<file path="config.mk">
export PLATFORM = sky130hd
export DESIGN_NAME = pixel_readout_ctrl
export DESIGN_NICKNAME = d
export VERILOG_FILES = /design/src/rtl/cmos_pkg.sv /design/src/rtl/pix_pair_fifo.sv /design/src/rtl/pixel_readout_ctrl.sv
export SDC_FILE = /design/constraint.sdc
export NUM_CORES = 1
export LEC_CHECK = 0
export ABC_CLOCK_PERIOD_IN_PS = 3400
export CORE_MARGIN = 2
export CORE_UTILIZATION = 57
export DETAILED_ROUTE_END_ITERATION = 10
export GPL_ROUTABILITY_DRIVEN = 0
export PLACE_DENSITY = 0.76
export SLEW_MARGIN = 20
export SYNTH_ARGS = -nofsm -noshare
export SYNTH_HDL_FRONTEND = slang
export SYNTH_SLANG_ARGS = --single-unit
</file>
<file path="constraint.sdc">
create_clock -name clk -period 3.4 [get_ports clk]
set_input_delay 0.68 -clock clk [delete_from_list [all_inputs] [get_ports clk]]
set_output_delay 0.68 -clock clk [all_outputs]
set_load 0.005 [all_outputs]
</file>
<file path="src/rtl/cmos_pkg.sv">
// cmos_pkg: shared types for the pixel readout path
package cmos_pkg;
    localparam int PIX_W_DEF = 8;
    typedef enum logic [1:0] {IDLE, READ, DRAIN, DONE} rd_state_t;
    typedef struct packed {
        logic [PIX_W_DEF-1:0] p1;
        logic [PIX_W_DEF-1:0] p2;
    } pix_pair_t;
endpackage

</file>
<file path="src/rtl/pix_pair_fifo.sv">
// pix_pair_fifo: synchronous first-word-fall-through FIFO of pixel pairs
module pix_pair_fifo
    import cmos_pkg::*;
#(
    parameter type T     = pix_pair_t,
    parameter int  DEPTH = 4
)(
    input  logic                     i_clk,
    input  logic                     i_rst,
    input  logic                     i_push,
    input  logic                     i_pop,
    input  T                         i_data,
    output T                         o_data,
    output logic                     o_full,
    output logic                     o_empty,
    output logic [$clog2(DEPTH):0]   o_count
);
    localparam int AW = $clog2(DEPTH);
    T               r_mem [DEPTH];
    logic [AW-1:0]  r_wp, r_rp;
    logic [AW:0]    r_cnt;
    logic           w_push, w_pop;
    assign w_push  = i_push && !o_full;
    assign w_pop   = i_pop && !o_empty;
    assign o_full  = r_cnt == (AW+1)'(DEPTH);
    assign o_empty = r_cnt == '0;
    assign o_count = r_cnt;
    assign o_data  = r_mem[r_rp];
    always_ff @(posedge i_clk) begin
        if (w_push) r_mem[r_wp] <= i_data;
    end
    always_ff @(posedge i_clk) begin
        if (i_rst) begin
            r_wp  <= '0;
            r_rp  <= '0;
            r_cnt <= '0;
        end else begin
            r_wp  <= r_wp + AW'(w_push);
            r_rp  <= r_rp + AW'(w_pop);
            r_cnt <= r_cnt + (AW+1)'(w_push) - (AW+1)'(w_pop);
        end
    end
endmodule

</file>
<file path="src/rtl/pixel_readout_ctrl.sv">
// pixel_readout_ctrl: reads pixel pairs from the memory handler and
// serializes them as a valid/ready byte stream, one frame per start pulse
module pixel_readout_ctrl
    import cmos_pkg::*;
#(
    parameter int PIX_W      = PIX_W_DEF,
    parameter int N_ROWS     = 16,
    parameter int FIFO_DEPTH = 4
)(
    input  logic                       clk,
    input  logic                       frame_reset,
    input  logic                       start,
    output logic                       read,
    input  logic [$clog2(N_ROWS)-1:0]  read_select,
    input  logic [PIX_W-1:0]           pixelDataOut1,
    input  logic [PIX_W-1:0]           pixelDataOut2,
    output logic [PIX_W-1:0]           out_data,
    output logic                       out_valid,
    input  logic                       out_ready,
    output logic                       out_last,
    output logic                       busy,
    output logic                       frame_done,
    output logic                       seq_err
);
    localparam int RW = $clog2(N_ROWS);
    localparam int CW = $clog2(FIFO_DEPTH) + 1;
    typedef struct packed {
        logic [PIX_W-1:0] p1;
        logic [PIX_W-1:0] p2;
    } pair_t;
    rd_state_t    r_state;
    logic         r_read, r_busy, r_done, r_seq_err, r_ser_valid, r_phase;
    logic [RW-1:0] r_row, r_pops, r_out_row;
    pair_t        r_pair, w_fifo_in, w_fifo_out;
    logic         w_fifo_full, w_fifo_empty, w_pop, w_last_cap, w_read_next;
    logic [CW-1:0] w_count, w_count_next;
    assign w_fifo_in = '{p1: pixelDataOut1, p2: pixelDataOut2};
    pix_pair_fifo #(.T(pair_t), .DEPTH(FIFO_DEPTH)) u_fifo (
        .i_clk   (clk),
        .i_rst   (frame_reset),
        .i_push  (r_read),
        .i_pop   (w_pop),
        .i_data  (w_fifo_in),
        .o_data  (w_fifo_out),
        .o_full  (w_fifo_full),
        .o_empty (w_fifo_empty),
        .o_count (w_count)
    );
    // a new pair is loaded when the serializer is empty or its pixel2 is leaving
    assign w_pop        = !w_fifo_empty && (!r_ser_valid || (r_phase && out_ready));
    assign w_last_cap   = r_read && r_row == RW'(N_ROWS-1);
    assign w_count_next = w_count + CW'(r_read) - CW'(w_pop);
    // keep one slot spare so the capture already in flight always fits
    assign w_read_next  = !w_last_cap && !w_fifo_full && w_count_next <= CW'(FIFO_DEPTH-2);
    always_ff @(posedge clk) begin
        if (frame_reset) begin
            r_state   <= IDLE;
            r_read    <= 1'b0;
            r_row     <= '0;
            r_seq_err <= 1'b0;
            r_busy    <= 1'b0;
            r_done    <= 1'b0;
        end else begin
            r_done <= 1'b0;
            if (r_read) begin
                r_row <= w_last_cap ? '0 : r_row + 1'b1;
                if (read_select != r_row) r_seq_err <= 1'b1;
            end
            case (r_state)
                IDLE: if (start) begin
                    r_state <= READ;
                    r_read  <= 1'b1;
                    r_busy  <= 1'b1;
                end
                READ: begin
                    r_read <= w_read_next;
                    if (w_last_cap) r_state <= DRAIN;
                end
                DRAIN: if (w_fifo_empty && !r_ser_valid) begin
                    r_state <= DONE;
                    r_busy  <= 1'b0;
                    r_done  <= 1'b1;
                end
                DONE: r_state <= IDLE;
            endcase
        end
    end
    always_ff @(posedge clk) begin
        if (frame_reset) begin
            r_ser_valid <= 1'b0;
            r_phase     <= 1'b0;
            r_pops      <= '0;
            r_out_row   <= '0;
            r_pair      <= '0;
        end else if (w_pop) begin
            r_pair      <= w_fifo_out;
            r_phase     <= 1'b0;
            r_ser_valid <= 1'b1;
            r_out_row   <= r_pops;
            r_pops      <= r_pops == RW'(N_ROWS-1) ? '0 : r_pops + 1'b1;
        end else if (r_ser_valid && out_ready) begin
            r_phase     <= !r_phase;
            r_ser_valid <= !r_phase;
        end
    end
    assign read       = r_read;
    assign busy       = r_busy;
    assign frame_done = r_done;
    assign seq_err    = r_seq_err;
    assign out_valid  = r_ser_valid;
    assign out_data   = r_phase ? r_pair.p2 : r_pair.p1;
    assign out_last   = r_ser_valid && r_phase && r_out_row == RW'(N_ROWS-1);
endmodule

</file>
==> results.ini <==
[sta]
slew_violations = 0
holdWs_ns = 0.447
fmax_mhz = 378
clock_skew_ns = 0.0130
fin_crit_ns = 2.64
tightest_slew_ns = 0.826
hold_viol = 0
setup_violations = 0
slew_headroom_pct = 44.8
rsz0062_at_grt = no
fin_setup_tns_ns = 0
setup_ws_ns = 0.756
finalCritPeriodShare_pct = 77.8

[placement]
post-place-cells = 448
placed_area_um2 = 4930
dpl.hpwl_mm = 5.30
pre_cts_ws_ns = 0.362
io_buffers = 37

[drt]
drtIter0Drc = 109
wl_met2_mm = 4.05
dr_total_vias = 2654
drt_first_pass_iters = 6
ant_nets = 0
finalWirelength_mm = 7.99
wl_met3_um = 275
drc = 0
avgRoutedWirePerCell_um = 17.2
drt-met1-wl_mm = 3.54
dr.max_layer_used = met4
via_per_inst = 5.72

[clock_network]
cts_sinks = 107
cts-root-buf = clkbuf_8
clk_latency_ns = 0.37
postCtsHoldBufs = 0
cts_inserted_buffers = 9
cts-resized-gates = 0
cts_buffer_depth = 2
cts_tree = done
ctsHtreeMaxLevel = 3
cts.clk_slew.worst_paths_ns = 0.10
cts_setup_buffers = 0

[synth]
synth_area_um2 = 4470
synth_ff_type = edfxtp_1
synth_cells = 321
synth_edf_count = 64
ys_types = 51
synth_area_per_cell_um2 = 13.9
ys_seq_area_share_pct = 62.3
yosysWarnings = 0
async_flop_share_pct = 0
synth_fp_nets = 357
synth_seq_cells = 107

[critical_path]
cp_data_required_time_ns = 3.68
path_cells = clkdlybuf4s50_1, a21boi_2, nor2_1, ha_1, inv_1, ha_1, inv_1, fa_1, xnor3_1, o2111ai_1, a311oi_1
crit_type = in -> reg
cpPeakStageDelay_ns = 0.54
crit_buf_inv = 3
crit_family = adder cells
crit_slowest_cell = clkdlybuf4s50_1
start_kind = input pin
path_max_fanout = 4
end_kind = flip-flop
cp.arrival_ns = 2.92

[floorplan]
start_util_pct = 58.4
coreArea_um2 = 7650
chipWidth_um = 92.5
core.rowCount = 32
dieArea_um2 = 8560
die_h_um = 92.5
ios = 38

[global_route]
grtUsageTotal_pct = 20.0
grt_max_degree = 32
antenna_found_initial = 0
grt-ovfl-total = 0
grt_pass1_vias = 2645
grt_pass1_wl_mm = 13.0

[power]
vdd_drop_max_v = 0.000305
power.leakage_nw = 1.75
power_mw = 4.01
p_per_area_nw_per_um2 = 778

[finish]
finalNonFillerCells = 464
syn_to_final_growth_pct = 15.3
antenna_cells = 0
fin_nets = 393
fin_util_pct = 67.3
fin_area_um2 = 5150
final_layout_size_suffix_gt1_share_pct = 16.3

[job]
maxCapViolations = 0

[min_path]
hp-class = reg -> reg

[outcome]
outcome = complete, no violations

final timing paths:
check             from      end  slack [ns]  depth (start not counted)
max          out_ready     read        0.76                         11
min            seq_err  seq_err        0.45                          2
max reg2reg  out_valid     read        1.01                         10
min reg2reg    seq_err  seq_err        0.45                          2
tightest hold or removal path: stages, from the launching register on:
cell and delay [ns]:
dfxtp_1 0.32, inv_1 0.04, a21oi_1 0.04
kinds of logic (layout without fill, tap and decap cells):
logic type,count (synthesis),after routing,share of synthesized area (%)
AOI/OAI and AO/OA,67,67,9.05
xor gates and xnor gates,11,11,2.47
adders and majority gates,12,12,3.70
buffers and inverters,35,76,3.78
DFF,107,107,62.3
muxes,27,27,10.8
and+or+nand+nor,62,62,7.93
cell usage in the layout, fill, tap and decap left out, types with 2 or more instances in the layout:
master	synthesis	layout
clkbuf_8	0	9
or4_1	2	2
nor2b_1	5	5
mux4_2	16	16
xnor2_1	5	5
edfxtp_1	64	64
buf_4	1	9
o21ai_1	7	7
inv_8	0	2
nand3_1	23	23
xor2_1	5	5
nand2b_1	4	4
clkdlybuf4s50_1	0	37
fa_1	2	2
inv_1	13	13
nand2_1	6	6
mux2_2	8	8
mux2i_1	3	3
nand4_1	3	3
o31ai_1	2	2
o21ai_0	16	16
nor3b_2	0	2
nand3b_1	2	2
a21oi_1	28	28
dfxtp_1	43	43
nor2_1	7	7
ha_1	10	10
a311oi_1	2	2
clkinv_4	0	2
state kept, by name, indices dropped and copies added (netlist names), 2 cells and up:
register        count
r_pair             16
u_fifo.o_count      3
u_fifo.r_rp         2
r_state             2
u_fifo.r_wp         2
r_pops              4
r_row               4
r_out_row           4
u_fifo.r_mem       64
metal layers:
layer | GRT usage, % | up-vias
met3 | 3.17 | 11
met5 | 0 | -
li1 | - | 1281
met1 | 25.8 | 1301
met2 | 34.1 | 61
met4 | 8.33 | 0
cells in the mapped netlist (3+ instances only):
| library cell | instances | share of area [%] |
|---|---|---|
| a21oi_1 | 28 | 3.1 |
| buf_2 | 9 | 1.0 |
| buf_6 | 3 | 0.76 |
| clkbuf_1 | 6 | 0.50 |
| dfxtp_1 | 43 | 19 |
| edfxtp_1 | 64 | 43 |
| ha_1 | 10 | 2.8 |
| inv_1 | 13 | 1.1 |
| mux2_2 | 8 | 2.0 |
| mux2i_1 | 3 | 0.67 |
| mux4_2 | 16 | 8.1 |
| nand2_1 | 6 | 0.50 |
| nand2b_1 | 4 | 0.56 |
| nand3_1 | 23 | 2.6 |
| nand4_1 | 3 | 0.42 |
| nor2_1 | 7 | 0.59 |
| nor2b_1 | 5 | 0.70 |
| o21ai_0 | 16 | 1.8 |
| o21ai_1 | 7 | 0.78 |
| xnor2_1 | 5 | 0.98 |
| xor2_1 | 5 | 0.98 |
where the power goes:
part	internal (mW)	switching [mW]	total, mW
logic	0.679	0.672	1.35
clock network	0.362	0.457	0.819
registers	1.65	0.191	1.84
total	2.69	1.32	4.01
cell type report:
type / instances / area, um^2
sequential: 107 / 2780
fill: 534 / 2500
inverter: 14 / 52.6
timing repair buffer: 46 / 438
clock inverter: 7 / 95.1
multi-input combinational: 179 / 1530
clock buffer: 9 / 124
tap: 102 / 128
No activity file was read; power rests on OpenSTA's default activity.
